## config.mk

```make
export PLATFORM = sky130hd
export DESIGN_NAME = vga_pattern_gen
export DESIGN_NICKNAME = d
export VERILOG_FILES = /design/src/rtl/vga_pkg.sv /design/src/rtl/vga_timing_core.sv /design/src/rtl/vga_pattern_gen.sv
export SDC_FILE = /design/constraint.sdc
export NUM_CORES = 1
export LEC_CHECK = 0
export CORE_MARGIN = 3
export CORE_UTILIZATION = 50
export CTS_CLUSTER_SIZE = 28
export DETAILED_ROUTE_END_ITERATION = 8
export GPL_TIMING_DRIVEN = 0
export PLACE_DENSITY_LB_ADDON = 0.05
export SYNTH_ARGS = -nofsm -noshare
export SYNTH_HDL_FRONTEND = slang
export SYNTH_SLANG_ARGS = --single-unit
```

## constraint.sdc

```tcl
create_clock -name clk -period 1.9 [get_ports clk]
set_clock_uncertainty 0.15 [all_clocks]
set_input_delay 0.38 -clock clk [delete_from_list [all_inputs] [get_ports clk]]
set_output_delay 0.38 -clock clk [all_outputs]
set_load 0.05 [all_outputs]
```

## src/rtl/vga_pkg.sv

```systemverilog
// rtl/vga_pkg.sv - shared modes, 640x480@60 default timing and counter-width helper for the VGA pattern generator
package vga_pkg;

  typedef enum logic [1:0] {
    MODE_GRADIENT = 2'd0,
    MODE_BARS     = 2'd1,
    MODE_CHECKER  = 2'd2,
    MODE_BORDER   = 2'd3
  } mode_e;

  localparam int VGA_H_ACTIVE = 640;
  localparam int VGA_H_FP     = 16;
  localparam int VGA_H_SYNC   = 96;
  localparam int VGA_H_BP     = 48;
  localparam int VGA_V_ACTIVE = 480;
  localparam int VGA_V_FP     = 10;
  localparam int VGA_V_SYNC   = 2;
  localparam int VGA_V_BP     = 33;

  function automatic int cnt_width(input int total);
    return (total <= 2) ? 1 : $clog2(total);
  endfunction

endpackage

```

## src/rtl/vga_timing_core.sv

```systemverilog
// rtl/vga_timing_core.sv - raster counters, sync windows and active-video decode, stalled by pix_en
module vga_timing_core
  import vga_pkg::*;
#(
  parameter int H_ACTIVE = VGA_H_ACTIVE,
  parameter int H_FP     = VGA_H_FP,
  parameter int H_SYNC   = VGA_H_SYNC,
  parameter int H_BP     = VGA_H_BP,
  parameter int V_ACTIVE = VGA_V_ACTIVE,
  parameter int V_FP     = VGA_V_FP,
  parameter int V_SYNC   = VGA_V_SYNC,
  parameter int V_BP     = VGA_V_BP,
  localparam int H_TOTAL = H_ACTIVE + H_FP + H_SYNC + H_BP,
  localparam int V_TOTAL = V_ACTIVE + V_FP + V_SYNC + V_BP,
  localparam int HW      = cnt_width(H_TOTAL),
  localparam int VW      = cnt_width(V_TOTAL)
) (
  input  logic          clk,
  input  logic          rst_n,
  input  logic          pix_en,
  output logic [HW-1:0] hc,
  output logic [VW-1:0] vc,
  output logic          h_win,
  output logic          v_win,
  output logic          active
);

  always_ff @(posedge clk or negedge rst_n) begin
    if (!rst_n) begin
      hc <= '0;
      vc <= '0;
    end else if (pix_en) begin
      if (hc == HW'(H_TOTAL - 1)) begin
        hc <= '0;
        if (vc == VW'(V_TOTAL - 1)) vc <= '0;
        else                        vc <= vc + 1'b1;
      end else begin
        hc <= hc + 1'b1;
      end
    end
  end

  // 32-bit compares so a window ending exactly at the total never overflows the counter width
  assign h_win  = (32'(hc) >= 32'(H_ACTIVE + H_FP)) && (32'(hc) < 32'(H_ACTIVE + H_FP + H_SYNC));
  assign v_win  = (32'(vc) >= 32'(V_ACTIVE + V_FP)) && (32'(vc) < 32'(V_ACTIVE + V_FP + V_SYNC));
  assign active = (32'(hc) < 32'(H_ACTIVE)) && (32'(vc) < 32'(V_ACTIVE));

endmodule

```

## src/rtl/vga_pattern_gen.sv

```systemverilog
// rtl/vga_pattern_gen.sv - VGA test-pattern generator: mode latch, pattern mux and aligned output register
// Optional build macro PATTERN_SCROLL_EN adds a per-frame horizontal scroll of the gradient.
module vga_pattern_gen
  import vga_pkg::*;
#(
  parameter int H_ACTIVE  = VGA_H_ACTIVE,
  parameter int H_FP      = VGA_H_FP,
  parameter int H_SYNC    = VGA_H_SYNC,
  parameter int H_BP      = VGA_H_BP,
  parameter int V_ACTIVE  = VGA_V_ACTIVE,
  parameter int V_FP      = VGA_V_FP,
  parameter int V_SYNC    = VGA_V_SYNC,
  parameter int V_BP      = VGA_V_BP,
  parameter bit HSYNC_POL = 1'b0,
  parameter bit VSYNC_POL = 1'b0,
  parameter int CBITS     = 4,
  localparam int H_TOTAL  = H_ACTIVE + H_FP + H_SYNC + H_BP,
  localparam int V_TOTAL  = V_ACTIVE + V_FP + V_SYNC + V_BP,
  localparam int HW       = cnt_width(H_TOTAL),
  localparam int VW       = cnt_width(V_TOTAL)
) (
  input  logic             clk,
  input  logic             rst_n,
  input  logic             pix_en,
  input  logic [1:0]       mode,
  output logic [CBITS-1:0] red,
  output logic [CBITS-1:0] green,
  output logic [CBITS-1:0] blue,
  output logic             hsync,
  output logic             vsync,
  output logic             activevideo,
  output logic [HW-1:0]    x,
  output logic [VW-1:0]    y,
  output logic             frame_start
);

  localparam int BAR_W = H_ACTIVE / 8;

  logic [HW-1:0]    hc;
  logic [VW-1:0]    vc;
  logic             h_win;
  logic             v_win;
  logic             active;
  logic             first_px;
  mode_e            mode_q;
  mode_e            mode_eff;
  logic [15:0]      hx;
  logic [15:0]      vx;
  logic [15:0]      hg;
  logic [HW-1:0]    bar_full;
  logic [2:0]       bar;
  logic [2:0]       bar_c;
  logic [CBITS-1:0] pr;
  logic [CBITS-1:0] pg;
  logic [CBITS-1:0] pb;

  vga_timing_core #(
    .H_ACTIVE (H_ACTIVE),
    .H_FP     (H_FP),
    .H_SYNC   (H_SYNC),
    .H_BP     (H_BP),
    .V_ACTIVE (V_ACTIVE),
    .V_FP     (V_FP),
    .V_SYNC   (V_SYNC),
    .V_BP     (V_BP)
  ) u_timing (
    .clk    (clk),
    .rst_n  (rst_n),
    .pix_en (pix_en),
    .hc     (hc),
    .vc     (vc),
    .h_win  (h_win),
    .v_win  (v_win),
    .active (active)
  );

  assign first_px = (hc == '0) && (vc == '0);
  // the pixel that latches a new mode must already be drawn with it
  assign mode_eff = first_px ? mode_e'(mode) : mode_q;
  assign hx = 16'(hc);
  assign vx = 16'(vc);

`ifdef PATTERN_SCROLL_EN
  logic [CBITS+1:0] frame_cnt;

  always_ff @(posedge clk or negedge rst_n) begin
    if (!rst_n) begin
      frame_cnt <= '0;
    end else if (pix_en && (hc == HW'(H_TOTAL - 1)) && (vc == VW'(V_TOTAL - 1))) begin
      frame_cnt <= frame_cnt + 1'b1;
    end
  end

  assign hg = hx + 16'(frame_cnt);
`else
  assign hg = hx;
`endif

  // remainder columns past the eighth full bar fold into bar 7
  assign bar_full = hc / HW'(BAR_W);
  assign bar      = (32'(bar_full) > 7) ? 3'd7 : bar_full[2:0];
  assign bar_c    = 3'd7 - bar;

  always_comb begin
    pr = '0;
    pg = '0;
    pb = '0;
    case (mode_eff)
      MODE_GRADIENT: begin
        pr = hg[CBITS+1:2];
        pg = vx[CBITS+1:2];
        pb = pr + pg;
      end
      MODE_BARS: begin
        pr = {CBITS{bar_c[2]}};
        pg = {CBITS{bar_c[1]}};
        pb = {CBITS{bar_c[0]}};
      end
      MODE_CHECKER: begin
        pr = {CBITS{hx[5] ^ vx[5]}};
        pg = {CBITS{hx[5] ^ vx[5]}};
        pb = {CBITS{hx[5] ^ vx[5]}};
      end
      MODE_BORDER: begin
        if ((hc == '0) || (hc == HW'(H_ACTIVE - 1)) || (vc == '0) || (vc == VW'(V_ACTIVE - 1))) begin
          pr = '1;
          pg = '1;
          pb = '1;
        end
      end
    endcase
    if (!active) begin
      pr = '0;
      pg = '0;
      pb = '0;
    end
  end

  always_ff @(posedge clk or negedge rst_n) begin
    if (!rst_n) begin
      red         <= '0;
      green       <= '0;
      blue        <= '0;
      hsync       <= ~HSYNC_POL;
      vsync       <= ~VSYNC_POL;
      activevideo <= 1'b0;
      x           <= '0;
      y           <= '0;
      frame_start <= 1'b0;
      mode_q      <= MODE_GRADIENT;
    end else begin
      frame_start <= pix_en && first_px;
      if (pix_en) begin
        red         <= pr;
        green       <= pg;
        blue        <= pb;
        hsync       <= h_win ? HSYNC_POL : ~HSYNC_POL;
        vsync       <= v_win ? VSYNC_POL : ~VSYNC_POL;
        activevideo <= active;
        x           <= hc;
        y           <= vc;
        if (first_px) mode_q <= mode_e'(mode);
      end
    end
  end

endmodule
```

==> results_dict.tcl, run 1 <==
set metrics [dict create \
    num_antenna_cells 0 \
    p_per_area_nw_per_um2 1080 \
    die_h_um 85.5 \
    h-tree-depth 3 \
    die_w_um 85.5 \
    critical_path_class "register to register" \
    grt_max_degree 33 \
    rsz0062_at_grt "true" \
    power_leakage_nw 1.93 \
    drc 0 \
    fin_crit_ps 2380 \
    fin_crit_sh 1.25 \
    use_met2 0.328 \
    worstPathCellList "ha_2 -> and3_2 -> and4_2 -> a31oi_4 -> a32oi_4 -> a211oi_4 -> o32ai_2" \
    worst_slack_ps -477 \
    post_drt_via_cell_ratio 5.49 \
    cts_buffer_depth 2 \
    die-area_um2 7310 \
    arrival_ps 2420 \
    grtUsageTotal 0.219 \
    area_growth_pct 35.4 \
    whs_ps 341 \
    synth-seq-cells 58 \
    ys_warn_count 0 \
    portBuffers 39 \
    drtIter0Drc 157 \
    synth_fp_nets 299 \
    synth_cells 286 \
    grt-ovfl-total 0 \
    finalHoldViolCount 0 \
    report.final.slew_viol_count 0 \
    use_met3 0.0490 \
    crit_fanout 5 \
    synth_enable_flop_cells 0 \
    io_pins 41 \
    instances_no_fill 439 \
    cp_slowest_cell "dfrtp_1" \
    gp_congestion 0.849 \
    cap_violations 0 \
    initial_core_util 0.524 \
    grt_first_pass_wirelength_mm 12.3 \
    crit_path_start_kind "register" \
    final_common_cell "dfrtp_1" \
    final_cell_mix "53 x dfrtp_1, 34 x dlygate4sd2_1, 22 x nor2_1" \
    layout-drive-gt1-share 0.365 \
    cts_root_buffer "clkbuf_8" \
    tightest_slew_ps 653 \
    ys_seq_area_frac 0.460 \
    cp_slowest_stage_delay_ps 420 \
    relSlewSlack 0.564 \
    hp-class "register to register" \
    crit_family "compound AO/OA/AOI/OAI gates" \
    cts_buffers 9 \
    fp-row-count 28 \
    fin_nets 373 \
    grt_pass1_vias 2406 \
    routed_wl_mm 7.52 \
    top_usage_layer "met2" \
    cts_sinks 58 \
    vias 2409 \
    path_buf_inv 0 \
    cts_tree "yes" \
    ir_drop_uv 950 \
    max_freq_mhz 421 \
    antenna_found_initial 0 \
    critical_path_required_ps 1940 \
    wl_per_cell_um 17.1 \
    violations "setup timing" \
    status "finished with violations" \
    core_area_um2 6030 \
    place_inst 401 \
    setup_violations 24 \
    synthFlopType "dfrtp_1" \
    cts.clk_slew.worst_paths_ps 70 \
    end_kind "register" \
    synth.distinct_cells 60 \
    drtAntennaViolNets 0 \
    dpl.hpwl_mm 4.85 \
    synth_area_um2 3160 \
    avgSynthCellArea_um2 11.0 \
    clk_latency_ps 330 \
    dr.pass1.iters 4 \
    use_met1 0.310 \
    synthArstFlopShare 1.00 \
]
-- through the flow --
stage / setup slack (ps) / util / TNS (ps) / total power, mW / area, um^2
2_1_floorplan: -200 / - / -2320 / 2.82 / 3180
3_3_place_gp: -1550 / 0.609 / -95620 / 3.31 / 3670
3_5_place_dp: -512 / 0.611 / -7500 / 3.33 / 3680
4_1_cts: -395 / 0.676 / -4420 / 4.55 / 4080
5_1_grt: -579 / 0.710 / -9280 / 4.84 / 4280
6_report: -477 / 0.710 / -6440 / 4.60 / 4280
-- flip-flops by register name (all words and copies together) (netlist names) --
name	cells
hsync	1
green	4
mode_q	2
vsync	1
u_timing.hc	10
u_timing.vc	10
activevideo	1
red	4
frame_start	1
x	10
y	10
blue	4
-- path summary, 6_finish.rpt --
path	startpoint	end	slack (ps)	cells after the start
max in group asynchronous	rst_n	vsync	490	3
max	u_timing.vc[0]	green[1]	-480	7
min in group asynchronous	rst_n	mode_q[0]	440	2
max reg2reg	u_timing.vc[0]	green[1]	-480	7
min reg2reg	vsync	vsync	340	2
min	vsync	vsync	340	2
-- cells in the mapped netlist, drive strengths merged (8+ instances only) --
library cell  number  share of area
nor2              30          0.039
inv               22          0.026
xnor2             14          0.039
nand4              8          0.018
o32ai             12          0.033
nand2             15          0.018
mux2              22          0.080
dfrtp             56           0.44
a21oi             11          0.020
o21ai             10          0.016
buf                9          0.022
clkbuf            10          0.040
-- worst min-delay path, cell delays in order (launching register included) --
cell and delay (ps):
dfstp_2 370, nor2_1 70, a21oi_1 50
-- logic make-up after synthesis --
logic type      after synthesis  synth area share
fa+ha+maj                     8            0.0341
mux                          24            0.0859
compound gates               47             0.110
buf+inv                      42            0.0919
simple gates                 90             0.171
flops                        58             0.460
xor+xnor                     17            0.0471
-- layout make-up --
cell class / instances / area, um^2
Clock buffer: 13 / 169
Timing Repair Buffer: 63 / 547
Multi-Input combinational cell: 186 / 1670
Sequential cell: 58 / 1460
Tap cell: 75 / 93.8
Clock inverter: 2 / 35.0
Fill cell: 465 / 1750
Buffer: 20 / 223
Inverter: 22 / 82.6
-- repair_timing --
action	4_1_cts	5_1_grt
resized for setup	60	43
pin swaps	14	12
hold buffers	1	0
gates cloned	1	0
setup endpoints to repair	62	26
endpoints found under the hold margin	26	0
setup buffers	13	8
-- routing by layer --
metal,share of wire,up-vias
li1,-,1158
met2,0.47,58
met1,0.46,1181
met3,0.048,12
met4,0.019,0
met5,0,-
-- report_power, final --
part	total, mW	switching, mW	internal (mW)
logic	1.85	1.15	0.705
registers	1.57	0.127	1.45
clock network	1.18	0.476	0.705
total	4.60	1.75	2.85
(Power assumes the default switching activity.)
==> run 2: changes to the inputs <==
Settings changed: GPL_ROUTABILITY_DRIVEN set to 0.
==> results of run 2 <==
No change in the layout: final DEF, timing and power equal those of run 1.
==> run 3: changes to the inputs <==
Settings changed: CORE_UTILIZATION 50 to 52, CTS_BUF_LIST set to sky130_fd_sc_hd__clkbuf_2 sky130_fd_sc_hd__clkbuf_4 sky130_fd_sc_hd__clkbuf_8.
==> run 3 against run 2 <==
Against the previous run:
- sequential power hardly changed
- wire length is 3.1% lower
- fmax is 3.7% higher
- register-to-register slack better by 90 ps
- sequential cell count did not move
- power up 1.7%
- the flow still finishes with violations (setup timing)
- clock power increased by 7%
==> results_dict.tcl, run 3 (synthesis gave the netlist of run 1 again) <==
set metrics [dict create \
    status "finished with violations" \
    violations "setup timing" \
    clkPwrFrac 0.269 \
    power_mw 4.68 \
    grt-ovfl-total 0 \
    swShare 0.380 \
    routed_wl_mm 7.28 \
    area_growth_pct 33.5 \
    portBuffers 39 \
    setup_violations 12 \
    fin_area_um2 4220 \
    critical_path_required_ps 1950 \
    seq_power_share 0.338 \
    initial_core_util 0.557 \
    clk_latency_ps 340 \
    dpl_cell_area_um2 3680 \
    fin_crit_sh 1.21 \
    layout-drive-gt1-share 0.343 \
    wl_per_cell_um 16.7 \
    cts_buffer_depth 2 \
    final_common_cell "dfrtp_1" \
    cts_buffers 9 \
    hp-class "input pin to register" \
    io_pins 41 \
    arrival_ps 2340 \
    grtUsageTotal 0.224 \
    vias 2381 \
    grt_max_degree 34 \
    power_leakage_nw 1.93 \
    rsz0062_at_grt "true" \
    drtIter0Drc 106 \
    critical_path_class "register to register" \
    max_freq_mhz 436 \
    die-area_um2 7050 \
    cts.clk_slew.worst_paths_ps 70 \
    ir_drop_uv 998 \
    core_area_um2 5680 \
    fin_crit_ps 2290 \
    cts_tree "yes" \
    h-tree-depth 3 \
    dpl.hpwl_mm 4.84 \
    crit_fanout 5 \
    report.final.slew_viol_count 0 \
    post_drt_via_cell_ratio 5.46 \
    worst_slack_ps -391 \
    die_w_um 83.9 \
    crit_path_start_kind "register" \
    dr.pass1.iters 4 \
    grt_pass1_vias 2414 \
    drc 0 \
    internal_power_mw 2.90 \
    pwr-share-comb 0.393 \
    finalHoldViolCount 0 \
    final_cell_mix "52 x dfrtp_1, 34 x dlygate4sd2_1, 22 x nor2_1" \
    relSlewSlack 0.603 \
    tightest_slew_ps 595 \
    p_switching_mw 1.78 \
    cts_sinks 58 \
    antenna_found_initial 0 \
    p_per_area_nw_per_um2 1110 \
    cap_violations 0 \
    die_h_um 83.9 \
    drtAntennaViolNets 0 \
    fp-row-count 27 \
    num_antenna_cells 0 \
    cts_root_buffer "clkbuf_8" \
    grt_first_pass_wirelength_mm 12.3 \
    fin_nets 372 \
    end_kind "register" \
]
run 3: cell count changes in the layout (fill, tap and decap cells not counted), moves of 2 or more:
| cell | previous run | this run |
|---|---|---|
| nor2_2 | 2 | 6 |
| nor2_4 | 6 | 2 |
| clkbuf_8 | 20 | 17 |
| o32ai_1 | 5 | 8 |
| o32ai_2 | 7 | 4 |
| clkbuf_2 | 2 | 0 |
| clkbuf_4 | 0 | 2 |
| clkdlybuf4s15_2 | 0 | 2 |
| ha_2 | 2 | 0 |
| o21ai_0 | 6 | 8 |
run 3: through the flow:
stage | TNS, ps | hold WS, ps | util | cells | setup slack [ps]
3_3_place_gp | -93500 | 329 | 0.646 | 397 | -1520
4_1_cts | -4360 | 316 | 0.722 | 433 | -383
6_report | -4430 | 331 | 0.743 | 436 | -391
2_1_floorplan | -2320 | -65.6 | - | 286 | -200
5_1_grt | -5830 | 337 | 0.743 | 436 | -480
3_5_place_dp | -7150 | 271 | 0.648 | 398 | -514
run 3: power by group through the flow:
stage	Clock [mW]	Combinational [mW]	Sequential, mW
detailed placement	0	1.71	1.62
global placement	0	1.70	1.61
CTS	1.28	1.78	1.58
global route	1.34	1.96	1.62
finish	1.26	1.84	1.58
floorplan	0	0.737	2.08
run 3: path summary, 6_finish.rpt:
kind | startpoint | to | slack [ps] | cells after the start
hold reg to reg | vsync | vsync | 340 | 2
hold / removal | pix_en | x[6] | 330 | 2
setup / recovery | u_timing.vc[0] | green[0] | -390 | 7
max in group asynchronous | rst_n | vsync | 510 | 3
setup reg to reg | u_timing.vc[0] | green[0] | -390 | 7
min in group asynchronous | rst_n | mode_q[0] | 430 | 2
run 3: final cells by class:
cell class / instances / area (um^2)
Clock inverter: 5 / 78.8
Buffer: 20 / 219
Clock buffer: 11 / 139
Timing Repair Buffer: 62 / 552
Fill cell: 416 / 1460
Inverter: 22 / 82.6
Multi-Input combinational cell: 186 / 1600
Sequential cell: 58 / 1460
Tap cell: 72 / 90.1
run 3: metal layers:
layer,track usage,vias to the layer above,wire length (um)
met5,0,-,0
li1,-,1151,-
met2,0.333,51,3360
met1,0.320,1164,3550
met3,0.0434,15,218
met4,0.0965,0,159
run 3: critical path, stage by stage (launching register included):
cell	delay, ps
dfrtp_1	420
ha_1	240
and3_1	240
and4_2	280
a31oi_4	190
a32oi_4	180
a211oi_4	310
o32ai_1	140
run 3: what timing repair did:
action,in CTS,in global routing
gates resized for setup,61,25
endpoints found under the setup margin,64,23
setup buffers,17,4
gates cloned,1,0
hold buffers,1,0
pin swaps,15,16
hold endpoints to repair,25,0
